==> src/rtl/ex_div_pkg.sv <==
// Shared types and constants for the RV32M iterative divider controller.
package ex_div_pkg;

  localparam int unsigned DIV_XLEN = 32;
  localparam int unsigned CNT_W    = $clog2(DIV_XLEN + 1);

  typedef enum logic [2:0] {IDLE, PREP, RUN, FIX, DONE} div_state_e;

  localparam logic [2:0] FUNCT3_DIV  = 3'b100;
  localparam logic [2:0] FUNCT3_DIVU = 3'b101;
  localparam logic [2:0] FUNCT3_REM  = 3'b110;
  localparam logic [2:0] FUNCT3_REMU = 3'b111;

endpackage

==> src/rtl/div_step.sv <==
// One radix-2 restoring shift-subtract iteration (purely combinational).
module div_step #(
  parameter int unsigned XLEN = 32
) (
  input  logic [XLEN:0]   rem,
  input  logic [XLEN-1:0] quo,
  input  logic [XLEN-1:0] dvs,
  output logic [XLEN:0]   rem_next,
  output logic [XLEN-1:0] quo_next
);

  logic [XLEN+1:0] shifted;
  logic [XLEN:0]   diff;
  logic            ge;

  always_comb begin
    shifted  = {rem, quo[XLEN-1]};
    ge       = (shifted >= {2'b00, dvs});
    diff     = shifted[XLEN:0] - {1'b0, dvs};
    rem_next = ge ? diff : shifted[XLEN:0];
    quo_next = {quo[XLEN-2:0], ge};
  end

endmodule

==> src/rtl/ex_div_ctrl.sv <==
// Multi-cycle DIV/DIVU/REM/REMU controller beside the execute ALU.
// Define DIV_FAST_SPECIAL_EN to short-cut divide-by-zero and signed overflow from PREP to DONE.
module ex_div_ctrl
  import ex_div_pkg::*;
#(
  parameter int unsigned XLEN  = DIV_XLEN,
  parameter int unsigned TAG_W = 5
) (
  input  logic             clk,
  input  logic             rst,
  input  logic             req_valid,
  output logic             req_ready,
  input  logic [2:0]       req_funct3,
  input  logic [XLEN-1:0]  req_opa,
  input  logic [XLEN-1:0]  req_opb,
  input  logic [TAG_W-1:0] req_tag,
  input  logic             flush,
  output logic             resp_valid,
  input  logic             resp_ready,
  output logic [XLEN-1:0]  resp_result,
  output logic [TAG_W-1:0] resp_tag,
  output logic             busy,
  output logic             ex_stall
);

  localparam logic [XLEN-1:0] MIN_NEG = {1'b1, {(XLEN-1){1'b0}}};

  div_state_e       state, state_nx;
  logic [2:0]       f3;
  logic [XLEN-1:0]  op_a, op_b, dvs, quo, quo_nx, result;
  logic [XLEN:0]    rem, rem_nx;
  logic [TAG_W-1:0] tag_q;
  logic [CNT_W-1:0] cnt;
  logic             sign_q, sign_r;

  logic             accept, is_signed, want_rem, div_zero, div_ovf;
  logic [XLEN-1:0]  abs_a, abs_b, q_fix, r_fix, special_res, fix_res;

  assign accept    = (state == IDLE) & req_valid & ~flush;
  assign is_signed = (f3 == FUNCT3_DIV) || (f3 == FUNCT3_REM);
  assign want_rem  = (f3 == FUNCT3_REM) || (f3 == FUNCT3_REMU);
  assign abs_a     = (is_signed && op_a[XLEN-1]) ? -op_a : op_a;
  assign abs_b     = (is_signed && op_b[XLEN-1]) ? -op_b : op_b;
  assign div_zero  = (op_b == '0);
  assign div_ovf   = is_signed && (op_a == MIN_NEG) && (op_b == '1);

  // RISC-V defines these outright; the iterative path would give a wrong signed div-by-zero quotient.
  assign special_res = want_rem ? (div_zero ? op_a : '0) : (div_zero ? '1 : MIN_NEG);
  assign q_fix       = sign_q ? -quo : quo;
  assign r_fix       = sign_r ? -rem[XLEN-1:0] : rem[XLEN-1:0];
  assign fix_res     = (div_zero || div_ovf) ? special_res : (want_rem ? r_fix : q_fix);

  div_step #(.XLEN(XLEN)) u_step (
    .rem      (rem),
    .quo      (quo),
    .dvs      (dvs),
    .rem_next (rem_nx),
    .quo_next (quo_nx)
  );

  always_ff @(posedge clk or negedge rst) begin
    if (!rst) state <= IDLE;
    else      state <= state_nx;
  end

  always_comb begin
    state_nx   = state;
    req_ready  = 1'b0;
    resp_valid = 1'b0;
    busy       = 1'b1;
    unique case (state)
      IDLE: begin
        req_ready = 1'b1;
        busy      = 1'b0;
        if (accept) state_nx = PREP;
      end
      PREP: begin
        if (flush) state_nx = IDLE;
`ifdef DIV_FAST_SPECIAL_EN
        else if (div_zero || div_ovf) state_nx = DONE;
`endif
        else state_nx = RUN;
      end
      RUN: begin
        if (flush)                   state_nx = IDLE;
        else if (cnt == CNT_W'(1))   state_nx = FIX;
      end
      FIX: state_nx = flush ? IDLE : DONE;
      DONE: begin
        resp_valid = 1'b1;
        if (flush || resp_ready) state_nx = IDLE;
      end
      default: state_nx = IDLE;
    endcase
  end

  always_ff @(posedge clk or negedge rst) begin
    if (!rst) begin
      f3     <= '0;
      op_a   <= '0;
      op_b   <= '0;
      tag_q  <= '0;
      rem    <= '0;
      quo    <= '0;
      dvs    <= '0;
      cnt    <= '0;
      sign_q <= 1'b0;
      sign_r <= 1'b0;
      result <= '0;
    end else begin
      unique case (state)
        IDLE: if (accept) begin
          f3    <= req_funct3;
          op_a  <= req_opa;
          op_b  <= req_opb;
          tag_q <= req_tag;
        end
        PREP: begin
          rem    <= '0;
          quo    <= abs_a;
          dvs    <= abs_b;
          cnt    <= CNT_W'(XLEN);
          sign_q <= is_signed & (op_a[XLEN-1] ^ op_b[XLEN-1]);
          sign_r <= is_signed & op_a[XLEN-1];
`ifdef DIV_FAST_SPECIAL_EN
          if (div_zero || div_ovf) result <= special_res;
`endif
        end
        RUN: begin
          rem <= rem_nx;
          quo <= quo_nx;
          cnt <= cnt - 1'b1;
        end
        FIX: if (!flush) result <= fix_res;
        default: ;
      endcase
    end
  end

  assign resp_result = result;
  assign resp_tag    = tag_q;
  assign ex_stall    = req_valid & ~req_ready;

endmodule

==> config.mk <==
export PLATFORM = sky130hd
export DESIGN_NAME = ex_div_ctrl
export DESIGN_NICKNAME = d
export VERILOG_FILES = /design/src/rtl/ex_div_pkg.sv /design/src/rtl/div_step.sv /design/src/rtl/ex_div_ctrl.sv
export SDC_FILE = /design/constraint.sdc
export NUM_CORES = 1
export LEC_CHECK = 0
export CORE_MARGIN = 1
export CORE_UTILIZATION = 60
export DETAILED_ROUTE_END_ITERATION = 8
export PLACE_DENSITY = 0.85
export SLEW_MARGIN = 20
export SYNTH_ARGS = -nofsm -noshare
export SYNTH_HDL_FRONTEND = slang
export SYNTH_HIERARCHICAL = 1
export SYNTH_SLANG_ARGS = --single-unit
export TNS_END_PERCENT = 50
==> constraint.sdc <==
create_clock -name clk -period 9.4 [get_ports clk]
set_clock_uncertainty 0.15 [all_clocks]
set_input_delay 1.41 -clock clk [delete_from_list [all_inputs] [get_ports clk]]
set_output_delay 1.41 -clock clk [all_outputs]
set_load 0.01 [all_outputs]
==> results of run 1 <==
## flip-flops by register name, indices dropped and copies added, names as in the netlist
name / count
dvs: 32
sign_r: 1
resp_result: 32
f3: 3
op_a: 32
rem: 33
op_b: 32
resp_tag: 5
quo: 32
sign_q: 1
state: 3
cnt: 6
## kinds of logic (layout without fill, tap and decap cells)
| family | after synthesis | in the layout |
|---|---|---|
| AOI/OAI and AO/OA | 437 | 437 |
| xor gates and xnor gates | 145 | 145 |
| adders and majority gates | 40 | 40 |
| buffers and inverters | 186 | 231 |
| DFF | 212 | 212 |
| muxes | 121 | 121 |
| and+or+nand+nor | 372 | 372 |
## area by class of cell
type / count / area [um2] / area share [%]
multi-input combinational: 1115 / 8070 / 50.2
timing repair buffer: 126 / 1240 / 7.73
sequential: 212 / 5310 / 33.0
clock inverter: 12 / 151 / 0.942
tap: 319 / 399 / 2.48
clock buffer: 32 / 671 / 4.17
inverter: 61 / 229 / 1.43
## per-layer routing
metal / vias to the layer above / global-route usage, % / wire length, um
met5: - / 0 / 0
met4: 0 / 10.4 / 1110
met3: 104 / 5.00 / 2850
met2: 575 / 49.9 / 17600
met1: 5897 / 43.0 / 16000
li1: 5567 / - / -
## report_power, final
group / switching, uW / internal, uW
logic: 1820 / 1540
registers: 553 / 1280
clock network: 387 / 585
total: 2760 / 3400
## path summary, 6_finish.rpt
kind	end	slack [ps]	cells after the start
setup / recovery	rem[6]	5120	14
hold reg to reg	cnt[5]	310	1
min in group asynchronous	op_b[14]	780	1
hold / removal	cnt[5]	310	1
max in group asynchronous	quo[14]	6960	2
setup reg to reg	rem[6]	5120	14
## critical path: stages (launching register included)
cell and delay (ps):
dfrtp_1 410, inv_1 90, ha_1 160, inv_1 60
fa_1 420, a21o_1 200, a21oi_1 350, o21ai_2 200
a32oi_2 260, a21oi_1 120, o21bai_1 180, and3_1 530
buf_4 420, mux2_1 370, a22o_1 220
## through the flow
| step | power (uW) | cells | hold slack, ps | area, um2 |
|---|---|---|---|---|
| floorplan | 4360 | 1513 | 285 | 14300 |
| finish | 6160 | 1877 | 313 | 16100 |
| CTS | 6100 | 1877 | 320 | 16100 |
| global route | 6550 | 1877 | 344 | 16100 |
| global placement | 5000 | 1833 | 297 | 15200 |
| detailed placement | 5100 | 1833 | 314 | 15200 |
## cell usage in the layout, fill, tap and decap left out, types with 19 or more instances in the layout
cell             instances
nand4_1                 27
a21o_1                  19
clkdlybuf4s50_1        116
o31ai_1                 40
nor2_1                  81
nand2_1                 94
a22o_1                  31
ha_1                    39
o21ai_1                 19
xor2_1                  63
a21oi_1                 78
mux2_2                  74
a22oi_1                 30
nand3_1                 22
inv_1                   59
o21ai_0                116
dfrtp_1                211
mux2_1                  30
xnor2_1                 82
a31oi_1                 19
nor3_1                  35
clkbuf_16               24
==> summary.txt, run 1 <==
Placed design
  • Final GP Congestion: 0.920
  • Port bufs: 117
  • Post-DP HPWL: 26,300 um
  • DP Worst Slack: 5210 ps

Floorplanning
  • Initial Util: 60.9%
  • Ports: approximately 120
  • Die width: roughly 160 um
  • Die Area: 0.0244 mm2
  • Core Footprint: 0.0234 mm2
  • Die Y: 156 um
  • Row count: 56

Route
  • Final WL: 37,500 um
  • DRT iter0 DRCs: 1,301
  • Pre-antenna DRT Iters: 6
  • DRC Markers: 0
  • Via-per-instance ratio: 6.47
  • Post-route antenna net violation count: 0
  • Routed vias: 12.1k
  • WL/cell: 20.0 um

STA
  • RSZ-0062 raised after global routing: false
  • Max-slew headroom at the worst pin: 32.4%
  • Peak Freq: 0.234 GHz
  • Setup_tns: 0 ps
  • Number of setup violations in the final report: 0
  • Final Max Slew Viols: 0
  • Fin worst setup slack: slightly above 5000 ps
  • Final hold violations: 0
  • Period utilization: 45.5%
  • Tightest Pin Transition: 1010 ps
  • Post-route minimum period: 4280 ps

Clock tree
  • Inserted Clock Buffers: 24
  • Clock sink count: 212
  • Clock transition at the registers of the reported paths: 60 ps
  • H-tree levels: 1
  • CTS tree: built
  • Post-CTS sizing: 0
  • Clk_lat worst skew: 540 ps
  • Root buffer cell: clkbuf_16
  • Hold buffer count at CTS: 0
  • Maximum clock insertion buffer count: 3
  • Post-CTS Setup Repair Bufs: 0

Logic synthesis
  • Post-synthesis adder-cell area fraction: 3.56%
  • Largest family of logic cells by synthesized area: compound AO/OA/AOI/OAI gates
  • Synth Instances: around 1.5k
  • Seq/Total Area, Yosys: a little under two fifths
  • Async set-reset flop share out of synthesis: 100%
  • Synthesized area per cell: 9.43 um2
  • Synthesized cell area: about 0.014 mm2
  • Post-synth EDFFs: 0
  • Synth warn: 6
  • Post-Synth Simple-Gate Area: 13.8%
  • #FFs+latches synth: approximately 210
  • Commonest cells post-synth: 212 x dfrtp_1, 116 x o21ai_0, 95 x nand2_1
  • XOR/XNOR Fraction of Synth Area: 8.90%
  • Most common cell in the netlist: dfrtp_1
  • Count of cell types in the netlist: 84
  • Fraction of synthesized cell area taken by the top area cell type: between 30% and 40%
  • Largest area contributor in the netlist: dfrtp_1
  • Largest cells by area after synthesis: dfrtp_1 37%, mux2_2 5.8%, xnor2_1 5.0%
  • Mux share of post-synthesis cell area: 9.40%
  • Main flop type after synthesis: dfrtp_1
  • Synth Area in Compound Gates: about a fifth
  • Post-synthesis net count: 1,630

Layout
  • Share of cells above drive strength 1: 11.2%
  • Fill cells: 1,822
  • Fin nets: ~1.7k
  • Final Core Density: between 60 and 70%
  • Antenna Cells: 0
  • Area grow syn2layout: 12.7%

Worst setup path
  • Crit. End Element: flip-flop
  • Worst r2r src: quo[31]
  • Critical path startpoint category: flip-flop
  • Worst-path maximum fanout: 22
  • Critical setup path kind: reg -> reg
  • Critical path required time: 9670 ps
  • Worst EP arrival: 4550 ps
  • Worst Setup SP: quo[31]

Power
  • Power per standard cell area: 383 mW/mm2
  • Maximum vdd drop: 0.221 mV
  • Pleak: 0.00674 uW

Min path
  • Min-delay src: cnt[5]
  • Hold Crit Class: reg -> reg

GRT
  • First-pass GRT wire length: about 60,000 um
  • Gr ovfl total: 0
  • Maximum number of pins on one net before global-route repair: 97
  • Total GRT Usage: 31.2%
  • Via count of the first global-routing pass: around 12k
  • Initial antenna violation count: 0

Status
  • Outcome: complete, no violations

Job
  • Max-cap violations: 0
(Power assumes the default switching activity.)
==> run 2: changes to the inputs <==
==> constraint.sdc (replaced) <==
create_clock -name clk -period 4 [get_ports clk]
set_clock_uncertainty 0.15 [all_clocks]
set_input_delay 0.6 -clock clk [delete_from_list [all_inputs] [get_ports clk]]
set_output_delay 0.6 -clock clk [all_outputs]
set_load 0.01 [all_outputs]
==> summary.txt, run 2 (same netlist as run 1, synthesis figures left out) <==
Floorplanning
  • Ports: roughly 120
  • Core Footprint: between 0.02 and 0.025 mm2
  • Die width: 156 um
  • Die Y: 156 um
  • Initial Util: 60.9%
  • Row count: 56
  • Die Area: 0.0244 mm2

Route
  • Routed vias: 12.1k
  • Met3 wire len: 2510 um
  • Final WL: ~38,000 um
  • WL/cell: around 20 um
  • Via-per-instance ratio: 6.44
  • Pre-antenna DRT Iters: 6
  • WL met2: 17,900 um
  • DRC Markers: 0
  • Met1 WL: between 15,000 and 20,000 um
  • Top routing layer used: met4
  • DRT iter0 DRCs: roughly 1.1k
  • Post-route antenna net violation count: 0

STA
  • Period utilization: 92.9%
  • RSZ-0062 raised after global routing: false
  • Final Max Slew Viols: 0
  • Post-route minimum period: 3720 ps
  • Final hold violations: 0
  • Max-slew headroom at the worst pin: 32.4%
  • Peak Freq: 0.269 GHz
  • Setup_tns: 0 ps
  • Tightest Pin Transition: 1000 ps
  • Number of setup violations in the final report: 0

Placed design
  • Final GP Congestion: 0.944
  • Post-DP HPWL: 27,100 um
  • Port bufs: 117
  • Placed Cells: 1,840

Clock tree
  • Post-CTS Setup Repair Bufs: 0
  • Maximum clock insertion buffer count: 3
  • H-tree levels: 1
  • Clk_lat worst skew: 530 ps
  • Clock transition at the registers of the reported paths: 60 ps
  • CTS tree: built
  • Clock sink count: between 200 and 250
  • Inserted Clock Buffers: 24
  • Root buffer cell: clkbuf_16

GRT
  • Total GRT Usage: 31.5%
  • Gr ovfl total: 0
  • Maximum number of pins on one net before global-route repair: 115
  • Via count of the first global-routing pass: 11.7k
  • First-pass GRT wire length: between 60,000 and 70,000 um
  • Initial antenna violation count: 1

Layout
  • Fin nets: around 1.7k
  • Final non-filler cell total: 1,883
  • Most common cell after layout, fill and taps aside: dfrtp_1
  • Area grow syn2layout: 13.3%
  • Fill cells: around 1.8k
  • Final Core Density: 69.1%
  • Register area: 0.00531 mm2
  • Area of the multi-input gates: 0.00807 mm2
  • Largest reg by FF count: rem
  • Share of cells above drive strength 1: 11.5%
  • Antenna Cells: 0
  • Max reg flops: 33
  • Most frequent cells in the layout: 211 x dfrtp_1, 116 x o21ai_0, 116 x clkdlybuf4s50_1, 94 x nand2_1, 82 x xnor2_1

Power
  • Power per standard cell area: ~900 mW/mm2
  • Pleak: 0.00679 uW
  • Maximum vdd drop: 0.459 mV

Worst setup path
  • Worst EP arrival: 3980 ps
  • Critical path required time: 4270 ps
  • Worst-path maximum fanout: 33
  • Crit. End Element: flip-flop
  • Critical path startpoint category: flip-flop
  • Critical setup path kind: reg -> reg

Status
  • Outcome: complete, no violations

Min path
  • Hold Crit Class: in -> async

Job
  • Max-cap violations: 0
[run 2: changes by cell type in the layout (fill, tap and decap cells not counted), sizes merged]
cell / before / now
buf: 9 / 16
clkbuf: 33 / 36
clkinv: 7 / 4
clkinvlp: 2 / 0
inv: 61 / 62
[run 2: final timing paths]
check | from | to | slack (ps) | cells after the start
setup / recovery | quo[31] | rem[4] | 280 | 14
hold / removal | rst | rem[25] | 90 | 1
setup reg to reg | quo[31] | rem[4] | 280 | 14
hold reg to reg | dvs[24] | dvs[24] | 330 | 2
max in group asynchronous | rst | dvs[1] | 2800 | 2
min in group clk | dvs[24] | dvs[24] | 330 | 2
[run 2: final cells by class]
type | instances | share of cell area [%]
Inverter | 61 | 1.42
Tap cell | 319 | 2.47
Clock buffer | 35 | 4.22
Timing Repair Buffer | 133 | 8.32
Multi-Input combinational cell | 1115 | 49.9
Clock inverter | 8 | 0.805
Sequential cell | 212 | 32.8
[run 2: through the flow]
step                      setup slack [ps]  hold slack, ps  power, uW  area (um2)
after floorplan                        697             154      10300       14300
after global placement                 470             299      11900       15300
after detailed placement               311             322      12100       15300
after CTS                              193             112      14400       16200
after global routing                   118             167      15500       16200
final                                  283            93.1      14600       16200
[run 2: timing repair]
item	in CTS	in global routing
setup endpoints to repair	0	25
hold buffers	0	0
gates resized for setup	0	1
[run 2: metal layers]
| layer | global-route usage [%] | up-vias |
|---|---|---|
| met5 | 0 | - |
| met2 | 51.3 | 500 |
| li1 | - | 5585 |
| met1 | 43.2 | 5963 |
| met3 | 4.17 | 87 |
| met4 | 10.6 | 0 |
[run 2: critical path, cell delays in order, from the launching register on]
cell      delay [ps]
dfrtp_1          410
inv_1             80
ha_1             160
inv_1             60
fa_1             400
a21o_1           210
a21oi_2          260
o21ai_2          190
a32oi_2          260
a21oi_1          130
o21bai_1         210
and3_1           240
buf_12           230
mux2_1           350
a22o_1           220
[run 2: report_power, final]
part           internal (uW)  switching [uW]  total [uW]
registers               3000            1250        4250
logic                   3680            4380        8060
clock network           1380             891        2270
==> patch: new RTL, settings of run 2 <==
Change the parameter `TAG_W` from 5 to 10.
--- a/src/rtl/ex_div_ctrl.sv
+++ b/src/rtl/ex_div_ctrl.sv
@@ -6,3 +6,3 @@
   parameter int unsigned XLEN  = DIV_XLEN,
-  parameter int unsigned TAG_W = 5
+  parameter int unsigned TAG_W = 10
 ) (
Ports: changed (resized req_tag and resp_tag); port bits go from 118 to 128. The function was not compared with the original's and may differ.
==> patch against run 2 <==
- count of clock-buffer cells in the layout down 2
- final cell count increased by 1.8%
- sequential cell count rose by 5
- cell area rose by 1.3%
- setup slack got worse by 0.019 ns
- routed wire length grew 2.6%
- utilization rose by 2.2 points
- synthesized area is 0.18% lower
- power is 0.87% higher
- critical path type unchanged
- critical endpoint is now rem[22]
==> patch: results <==
set metrics [dict create \
    worst_pin_slew_ns 0.9562 \
    cts_buffer_depth 3 \
    async_flop_share_pct 100.0 \
    dpl_cell_area_um2 15450 \
    reg2reg_from "quo[31]" \
    globalRouteTotalUtil_pct 32.15 \
    fin_nets 1709 \
    hold_path.class "reg -> reg" \
    diodes 0 \
    critPathMaxStageDelay_ns 0.40 \
    status "completed" \
    wire_per_inst_um 20.20 \
    r2r-end "rem[22]" \
    muxShareOfSynthArea_pct 9.896 \
    crit_path_top_delay_cell "dfrtp_1" \
    cts_buffers 24 \
    firstDrtPassIters 6 \
    ys_warn_count 6 \
    cts_max_level 1 \
    ctsHoldBuffers 1 \
    max_flop_register "rem" \
    ctsResizeCount 0 \
    synthTopCellsByArea "dfrtp_1 (38%), mux2_2 (6.2%), xnor2_1 (5.5%)" \
    hp-start "cnt[5]" \
    largest_reg_flops 33 \
    grt_pass1_vias 11709 \
    globalplace.congestion 0.9668 \
    worstHoldPathCells 1 \
    min_to "cnt[5]" \
    grt_pass1_wl_mm 62.09 \
    port_buffers 127 \
    path_clk_slew_ns 0.06 \
    critPathTopFamily "compound AO/OA/AOI/OAI gates" \
    max-vdd-ir-drop_uv 620.5 \
    p_leak_nw 6.927 \
    yosys-top-cells-count "dfrtp_1 (217), o21ai_0 (133), nand2_1 (99)" \
    r2r_slack_ns 0.26 \
    synth-compound-area-share_pct 19.26 \
    yosysSeqAreaShare_pct 38.14 \
    via_per_inst 6.464 \
    grt_antenna_before_repair 0 \
    layout-drive-gt1-share_pct 10.41 \
    synth-seq-cells 217 \
    ys.flop_type "dfrtp_1" \
    root_buffer "clkbuf_16" \
    cts_setup_buffers 0 \
    pre_cts_slack_ns 0.3461 \
    ys_types 70 \
    synthAdderAreaFrac_pct 3.568 \
    hpwlAfterDp_mm 27.30 \
    grt_max_degree 81 \
    worst-path-max-fanout 18 \
    drt_iter0_markers 1321 \
    clock_latency_ns 0.52 \
    reg2regPathDepth 14 \
    synth_xor_area_share_pct 8.859 \
    worstPathArrival_ns 3.98 \
    fill_cells 1736 \
]
-- patch: cell count changes after synthesis, sizes merged, moves of 4 or more --
cell and delta:
o31ai -18, nor2 +14, xor2 -9, clkbuf +8, xnor2 +8, a21oi +7
nor4 +7, a31oi +6, mux2 +6, buf -5, dfrtp +5, o22a -5
a211oi +4, nand2 +4
-- patch: cell families (layout without fill, tap and decap cells) --
group,Yosys count,in the layout
buffers and inverters,188,252
muxes,127,127
DFF,217,217
AOI/OAI and AO/OA,426,426
xor gates and xnor gates,144,144
adders and majority gates,40,40
and+or+nand+nor,398,398
-- patch: metrics by stage --
step	std cells	hold slack [ns]
6_report	1917	0.3263
5_1_grt	1917	0.3521
4_1_cts	1917	0.3305
3_5_place_dp	1873	0.3170
3_3_place_gp	1873	0.3020
2_1_floorplan	1540	0.1544
-- patch: cell type report --
class | instances | area (um^2) | area share, %
multi-input combinational | 1135 | 7949 | 48.54
sequential | 217 | 5430 | 33.16
timing repair buffer | 149 | 1469 | 8.971
clock buffer | 33 | 725.7 | 4.432
tap | 313 | 391.6 | 2.392
inverter | 60 | 225.2 | 1.375
clock inverter | 10 | 183.9 | 1.123
-- patch: how the worst max path moves through the flow --
stage,startpoint,to,slack (ns),depth (start not counted)
2_1_floorplan,quo[31],rem[31],0.70,15
3_3_place_gp,quo[31],rem[31],0.45,14
3_5_place_dp,quo[31],rem[27],0.35,14
4_1_cts,quo[31],rem[22],0.32,14
5_1_grt,quo[31],rem[22],0.08,14
6_report,quo[31],rem[22],0.26,14
-- patch: worst reg2reg max path, stage by stage, from the launching register on --
cell	delay, ns
dfrtp_1	0.40
inv_1	0.09
ha_1	0.16
inv_1	0.05
fa_1	0.40
a21o_1	0.19
a21oi_1	0.32
o21ai_2	0.21
a32oi_2	0.23
a21oi_1	0.11
o21bai_1	0.18
and3_1	0.20
buf_4	0.30
mux2_1	0.38
a22o_1	0.23
-- patch: metal layers --
metal	GRT usage [%]	up-vias	wire [um]
li1	-	5678	-
met1	44.46	5986	16140
met2	50.26	622	17830
met3	5.833	105	3357
met4	12.28	0	1399
met5	0	-	0
-- patch: where the power goes --
| part | internal, W | leakage, nW | total (W) | switching, W |
|---|---|---|---|---|
| clock network | 0.00159 | 0.442 | 0.00251 | 0.000919 |
| registers | 0.00306 | 2.70 | 0.00430 | 0.00124 |
| logic | 0.00360 | 3.78 | 0.00790 | 0.00429 |
| total | 0.00825 | 6.93 | 0.0147 | 0.00645 |
